### config.mk
export PLATFORM = sky130hd
export DESIGN_NAME = ser_frame_tx
export DESIGN_NICKNAME = d
export VERILOG_FILES = /design/src/rtl/ser_pkg.sv /design/src/rtl/ser_frame_tx_bit_tick_gen.sv /design/src/rtl/ser_frame_tx.sv
export SDC_FILE = /design/constraint.sdc
export NUM_CORES = 1
export LEC_CHECK = 0
export BUFFER_PORTS_ARGS = -buffer_cell sky130_fd_sc_hd__buf_2
export CORE_UTILIZATION = 59
export DETAILED_ROUTE_END_ITERATION = 16
export GPL_TIMING_DRIVEN = 0
export HOLD_SLACK_MARGIN = 0.02
export PLACE_DENSITY = 0.83
export SYNTH_ARGS = -nofsm -noshare
export SYNTH_HDL_FRONTEND = slang
export SYNTH_HIERARCHICAL = 1
export SYNTH_SLANG_ARGS = --single-unit
### constraint.sdc
create_clock -name clk -period 2.9 [get_ports clk]
set_input_delay 0.58 -clock clk [delete_from_list [all_inputs] [get_ports clk]]
set_output_delay 0.58 -clock clk [all_outputs]
set_load 0.05 [all_outputs]
### src/rtl/ser_pkg.sv
// Shared definitions for the serial frame transmitter: state encoding,
// idle line level and a counter-width helper.
package ser_pkg;

  localparam logic [1:0] ST_IDLE  = 2'd0;
  localparam logic [1:0] ST_START = 2'd1;
  localparam logic [1:0] ST_DATA  = 2'd2;
  localparam logic [1:0] ST_STOP  = 2'd3;

  localparam logic SER_IDLE = 1'b1;

  typedef enum logic [1:0] {
    S_IDLE  = ST_IDLE,
    S_START = ST_START,
    S_DATA  = ST_DATA,
    S_STOP  = ST_STOP
  } ser_state_e;

  // A counter over 0..n-1 needs at least one bit, even when n is 1.
  function automatic int ser_cnt_width(input int n);
    return (n > 1) ? $clog2(n) : 1;
  endfunction

endpackage

### src/rtl/ser_frame_tx_bit_tick_gen.sv
// Bit-period timer: pulses o_tick on the last clock of every DIV-cycle bit
// period while enabled, and holds its count at zero while disabled.
module bit_tick_gen
  import ser_pkg::*;
#(
  parameter int DIV = 4
) (
  input  logic clk,
  input  logic rst,
  input  logic i_en,
  output logic o_tick
);

  localparam int CW = ser_cnt_width(DIV);
  localparam logic [CW-1:0] LAST = CW'(DIV - 1);

  logic [CW-1:0] r_cnt;
  logic          w_last;

  assign w_last = (r_cnt == LAST);
  assign o_tick = i_en && w_last;

  always_ff @(posedge clk or posedge rst) begin
    if (rst) begin
      r_cnt <= '0;
    end else if (!i_en || w_last) begin
      r_cnt <= '0;
    end else begin
      r_cnt <= r_cnt + CW'(1);
    end
  end

endmodule

### src/rtl/ser_frame_tx.sv
// Parallel-to-serial frame transmitter: start bit 0, N data bits, stop bit 1,
// each bit held for DIV clocks, with a valid/ready input handshake.
module ser_frame_tx
  import ser_pkg::*;
#(
  parameter int N         = 8,
  parameter int DIV       = 4,
  parameter int MSB_FIRST = 0
) (
  input  logic         clk,
  input  logic         rst,
  input  logic [N-1:0] i_din,
  input  logic         i_din_valid,
  output logic         o_din_ready,
  output logic         o_sdo,
  output logic         o_busy,
  output logic         o_done
);

  localparam int BW = ser_cnt_width(N);
  localparam logic [BW-1:0] LAST_BIT = BW'(N - 1);

  ser_state_e r_state;
  logic [N-1:0]  r_sh;
  logic [BW-1:0] r_bit;
  logic          r_sdo;
  logic          r_busy;
  logic          r_ready;
  logic          r_done;

  ser_state_e    w_stateNext;
  logic [N-1:0]  w_shNext;
  logic [BW-1:0] w_bitNext;
  logic          w_sdoNext;
  logic          w_busyNext;
  logic          w_readyNext;
  logic          w_doneNext;

  logic          w_tick;
  logic          w_curBit;
  logic [N-1:0]  w_shifted;

  bit_tick_gen #(
    .DIV (DIV)
  ) u_tick (
    .clk    (clk),
    .rst    (rst),
    .i_en   (r_state != S_IDLE),
    .o_tick (w_tick)
  );

  // The bit leaving the register next, and the register after it has left.
  assign w_curBit  = (MSB_FIRST != 0) ? r_sh[N-1] : r_sh[0];
  assign w_shifted = (MSB_FIRST != 0) ? {r_sh[N-2:0], 1'b0} : {1'b0, r_sh[N-1:1]};

  always_ff @(posedge clk or posedge rst) begin
    if (rst) begin
      r_state <= S_IDLE;
      r_sh    <= '0;
      r_bit   <= '0;
      r_sdo   <= SER_IDLE;
      r_busy  <= 1'b0;
      r_ready <= 1'b0;
      r_done  <= 1'b0;
    end else begin
      r_state <= w_stateNext;
      r_sh    <= w_shNext;
      r_bit   <= w_bitNext;
      r_sdo   <= w_sdoNext;
      r_busy  <= w_busyNext;
      r_ready <= w_readyNext;
      r_done  <= w_doneNext;
    end
  end

  always_comb begin
    w_stateNext = r_state;
    w_shNext    = r_sh;
    w_bitNext   = r_bit;
    w_sdoNext   = r_sdo;
    w_busyNext  = r_busy;
    w_readyNext = r_ready;
    w_doneNext  = 1'b0;

    case (r_state)
      S_IDLE: begin
        w_sdoNext   = SER_IDLE;
        w_busyNext  = 1'b0;
        w_readyNext = 1'b1;
        if (i_din_valid && r_ready) begin
          w_stateNext = S_START;
          w_shNext    = i_din;
          w_bitNext   = '0;
          w_sdoNext   = 1'b0;
          w_busyNext  = 1'b1;
          w_readyNext = 1'b0;
        end
      end
      S_START: begin
        if (w_tick) begin
          w_stateNext = S_DATA;
          w_sdoNext   = w_curBit;
          w_shNext    = w_shifted;
          w_bitNext   = '0;
        end
      end
      S_DATA: begin
        if (w_tick) begin
          if (r_bit == LAST_BIT) begin
            w_stateNext = S_STOP;
            w_sdoNext   = SER_IDLE;
          end else begin
            w_sdoNext = w_curBit;
            w_shNext  = w_shifted;
            w_bitNext = r_bit + BW'(1);
          end
        end
      end
      S_STOP: begin
        if (w_tick) begin
          w_stateNext = S_IDLE;
          w_sdoNext   = SER_IDLE;
          w_busyNext  = 1'b0;
          w_readyNext = 1'b1;
          w_doneNext  = 1'b1;
        end
      end
      default: begin
        w_stateNext = S_IDLE;
      end
    endcase
  end

  assign o_sdo       = r_sdo;
  assign o_busy      = r_busy;
  assign o_done      = r_done;
  assign o_din_ready = r_ready;

endmodule

Word level (Yosys, flattened, before mapping)
Cells that the tools add are included.

Eq/ne operators: 11. Multiplexer cells: 29. Reduce and logical (&&, ||, !) cells: 12. Add/sub/neg operators: 2.

Operators with widths (count): $mux W8 (4); $pmux W8 S3 (1); $mux W2 (6); $mux W3 (4); $reduce_and A5 Y1 (2); $mux W1 (9); $pmux W3 S3 (1); $pmux W2 S4 (1); $eq A2 B2 Y1 const B (3); $ne A2 B1 Y1 const B (3); $ne A2 B2 Y1 const B (3); $pmux W1 S2 (2); $pmux W1 S4 (1); $reduce_bool A2 Y1 (2); $add A3 B1 Y3 const B (1); $eq A3 B3 Y1 const B (1); $reduce_and A3 Y1 (1); $reduce_bool A3 Y1 (1); $add A2 B1 Y2 const B (1); $eq A2 B1 Y1 const B (1); $logic_and A1 B1 Y1 (2); $logic_not A2 Y1 (1); $reduce_and A2 Y1 (1); $logic_not A1 Y1 (1); $logic_or A1 B1 Y1 (1).

Output and inout bits: 4. Register bits after elaboration: 19. Bits of input ports: 11.

Depth between registers and ports, before layout
Depth in word-level cells: 4. Depth in mapped cells: 8.

Modules after synthesis
The synthesis kept the hierarchy.

Modules (own cells, without submodules): ser_frame_tx (cells an instance 80, sequential area each 426.7 µm², times used 1, area each 974.7 µm²); bit_tick_gen (cells an instance 7, sequential area each 50.0 µm², times used 1, area each 95.1 µm²).

Worst setup path before layout
Ideal clock, no wire load.

Kind: reg-to-reg. Start point: register r_state[0]. End point: register r_bit[0]. Arrival: 1.751 ns. Path buffers: 1. Setup slack: 1.023 ns. Period minus slack after synthesis: 1.877 ns. Cell stages (with the launch flop): 9. Setup time: 0.125 ns. Cell sequence: dfrtp_1 inv_1 ha_1 inv_1 and2_2 nor2b_1 o2111a_1 buf_6 mux2_4.

Longest elaborated chain between the ends: 4. Elaborated cells between the ends (all ways): 12.

Ends and longest elaborated chain: from (decl) (line ser_frame_tx.sv:23) `ser_state_e r_state;`; from (signal assigned) (line ser_frame_tx.sv:66) `r_state <= w_stateNext;`; $reduce_bool A2 Y1 * (line ser_frame_tx.sv:48) `.i_en (r_state != S_IDLE),`; $logic_and A1 B1 Y1 * (line ser_frame_tx_bit_tick_gen.sv:21) `assign o_tick = i_en && w_last;`; named net w_tick (line ser_frame_tx.sv:39) `logic w_tick;`; $ne A2 B1 Y1 (no line); $reduce_and A5 Y1 (no line) *; to (signal assigned) (line ser_frame_tx.sv:68) `r_bit <= w_bitNext;`; to (decl) (line ser_frame_tx.sv:25) `logic [BW-1:0] r_bit;`.

The timed path passes the listed nets; every way through them passes the cells marked *. A chain may end at the register's enable or synchronous reset.

Worst setup path in the final report
Start point: register r_state[0]. End point: register r_sh[6].

Longest elaborated chain between the ends: 4. Elaborated cells between the ends (all ways): 12.

Ends and longest elaborated chain: $reduce_bool A2 Y1 * (line ser_frame_tx.sv:48); $logic_and A1 B1 Y1 * (line ser_frame_tx_bit_tick_gen.sv:21); named net w_tick (line ser_frame_tx.sv:39); $ne A2 B1 Y1 (no line); $reduce_and A5 Y1 (no line) *; to (signal assigned) (line ser_frame_tx.sv:67) `r_sh <= w_shNext;`; to (decl) (line ser_frame_tx.sv:24) `logic [N-1:0] r_sh;`.

Marked as above.

==> flow_metrics.tcl <==
set metrics [dict create \
    drtIter0Drc 3 \
    start_util 0.626 \
    pwr-share-comb 0.610 \
    yosysSeqAreaShare 0.446 \
    cts_max_level 1 \
    register_area_um2 477 \
    syn_area_um2 1070 \
    finalHoldViolations 0 \
    power_switching_uw 574 \
    synth-compound-area-share 0.0725 \
    antenna_found_initial 0 \
    synth.top_cell.area_share 0.421 \
    post_cts_buffers 0 \
    yosys_warnings 6 \
    multi_input_area_um2 541 \
    fin_crit_ns 2.05 \
    ir_worst_vdd_uv 702 \
    clk_latency_ns 0.30 \
    critPathMaxFanout 10 \
    cts_hold_buf 0 \
    path_clk_slew_ns 0.10 \
    cap_violations 0 \
    seqPwrFrac 0.305 \
    internal-power_uw 959 \
    avgViaCountPerCell 5.22 \
    port_buffers 14 \
    critPathCaptureType "flop" \
    via_count 679 \
    power.share.clock 0.085 \
    cts_resized 0 \
    hold_class "in2async" \
    period_share 0.707 \
    grt_use_total 0.202 \
    die_w_um 44.6 \
    start_kind "flop" \
    rsz0062_at_grt "no" \
    clk_path_buf_depth 2 \
    synth.largest_area_cell "dfrtp_1" \
    tns_ns 0 \
    cts.sinks 19 \
    maxSlewHeadroom 0.569 \
    first_pass_iters 9 \
    final_util 0.701 \
    fmax_ghz 0.488 \
    fin_skew_ns 0.00680 \
    dpl.hpwl_mm 1.29 \
    gp_congestion 0.813 \
    fill_cells 140 \
    p_leak_nw 0.596 \
    grt_pass1_vias 659 \
    synth_xor_area_frac 0 \
    synthSimpleGateAreaFrac 0.102 \
    wl_per_cell_um 12.5 \
    synth_top_family_by_area "multiplexers" \
    synth_area_per_cell_um2 12.3 \
    fp.dieH_um 44.6 \
    critPathKind "reg2reg" \
    setup_viol_count_final 0 \
    core.rowCount 15 \
    synth.net_count 107 \
    area_growth_pct 11.9 \
    ant_nets 0 \
    violations "design-rule violations" \
    tightest_slew_ns 0.646 \
    yosys-mux-area-fraction 0.226 \
    required_ns 3.08 \
    cts_tree "done" \
    swShare 0.375 \
    grt_first_pass_wirelength_mm 2.78 \
    synth_top_cells_by_area "dfrtp_1 42%, mux2_4 11%, ha_1 11%" \
    insertedDiodeCount 0 \
    die_area_um2 1990 \
    cts_root_buffer "clkbuf_4" \
    cts_buffers 3 \
    grt_overflow_total 0 \
    ys_seq_elements 19 \
    route.detailed.drc 2 \
    synthAdderAreaFrac 0.105 \
    syn_inst 87 \
    status "complete, but fails checks" \
    nNetsFinal 126 \
    grt_start_max_net_pins 18 \
    yosysUniqueCellTypes 32 \
    slew_viol_final 0 \
    io_pins 15 \
    coreArea_um2 1710 \
    drive_above_1_share 0.400 \
    crit_arrival_ns 2.23 \
    power_density_nw_per_um2 1280 \
    finalWirelength_mm 1.63 \
]
cell type report:
cell class	instances	share of cell area
plain buffers	2	0.0125
clock buffers	4	0.0219
inverters	10	0.0313
multi-input cells	56	0.451
flip-flops and latches	19	0.398
well taps	25	0.0261
repair buffers	14	0.0585
power by group through the flow:
stage	combinational, mW	sequential (mW)	clock [mW]
after detailed placement	0.948	0.475	0
after global placement	0.913	0.467	0
after CTS	0.950	0.470	0.135
after global routing	1.03	0.484	0.147
final	0.935	0.468	0.130
after floorplan	0.738	0.528	0
critical path: stages, from the launching register on:
cell and delay (ns):
dfrtp_1 0.42, inv_1 0.13, ha_1 0.21, inv_1 0.09, and2_2 0.23, nor2b_1 0.13, o2111a_1 0.26, buf_6 0.17
mux2_4 0.30
placed cells by master (no fill, tap or decap), types with 2 or more instances in the layout:
master and count:
mux2_4 8, clkbuf_4 3, nor2_1 4, mux2i_1 2
inv_1 9, ha_1 9, o21ai_0 2, clkbuf_1 2
buf_2 14, dfrtp_1 18, mux2_2 9, nor2b_1 2
nand2_1 2
through the flow:
stage / power [mW] / worst slack [ns] / hold WS (ns) / cells / cell area (µm²)
after floorplan: 1.27 / 1.02 / 0.321 / 87 / 1070
after global placement: 1.38 / 0.903 / 0.435 / 126 / 1170
after detailed placement: 1.42 / 0.852 / 0.442 / 126 / 1170
after CTS: 1.56 / 0.830 / 0.118 / 130 / 1200
after global routing: 1.66 / 0.670 / 0.108 / 130 / 1200
final: 1.53 / 0.851 / 0.125 / 130 / 1200
flip-flops by register name, indices dropped and copies added, names as in the netlist:
register	cells
r_sh	8
o_sdo	1
r_state	2
u_tick/r_cnt	2
o_busy	1
r_bit	3
o_done	1
o_din_ready	1
layer usage:
layer,share of wire,vias up,track usage
li1,-,333,-
met1,0.42,333,0.234
met2,0.53,11,0.332
met3,0.037,2,0.0857
met4,0.0086,0,0.0727
met5,0,-,0
worst paths after layout:
check                      cells past startpoint                        end  slack, ns                 startpoint
min in group clk                               1  u_tick/r_cnt[0]$_DFF_PP0_       0.46  u_tick/r_cnt[0]$_DFF_PP0_
setup reg to reg                               8        r_sh[6]$_DFFE_PP0P_       0.85     r_state[0]$_DFFE_PP0P_
setup / recovery                               8        r_sh[6]$_DFFE_PP0P_       0.85     r_state[0]$_DFFE_PP0P_
hold / removal                                 2  u_tick/r_cnt[0]$_DFF_PP0_       0.13                        rst
max in group asynchronous                      2       r_bit[1]$_DFFE_PP0P_       2.12                        rst
hold reg to reg                                1  u_tick/r_cnt[0]$_DFF_PP0_       0.46  u_tick/r_cnt[0]$_DFF_PP0_
kinds of logic after synthesis:
kind of cell | count (synthesis)
buffers and inverters | 12
muxes | 19
DFF | 19
AOI/OAI and AO/OA | 10
adders and majority gates | 9
and+or+nand+nor | 18
cell usage after synthesis:
master	number
ha_1	9
clkbuf_1	1
nor3b_2	1
a21oi_1	1
dfrtp_1	18
o21bai_1	1
o2111a_1	1
and2_1	1
or2_2	1
a21bo_2	1
nand2b_1	1
nand2_1	2
and2_2	1
a31o_2	1
inv_1	9
buf_6	1
nand4b_1	1
mux2_2	9
a32oi_1	1
o21ai_0	2
mux2_4	8
inv_2	1
dfstp_2	1
o21a_1	1
nor3_1	1
mux2i_1	2
nor3b_1	1
o221ai_1	1
nand3_1	1
nor2_1	4
nor2b_1	2
and3b_1	1
No activity file was read; power rests on OpenSTA's default activity.
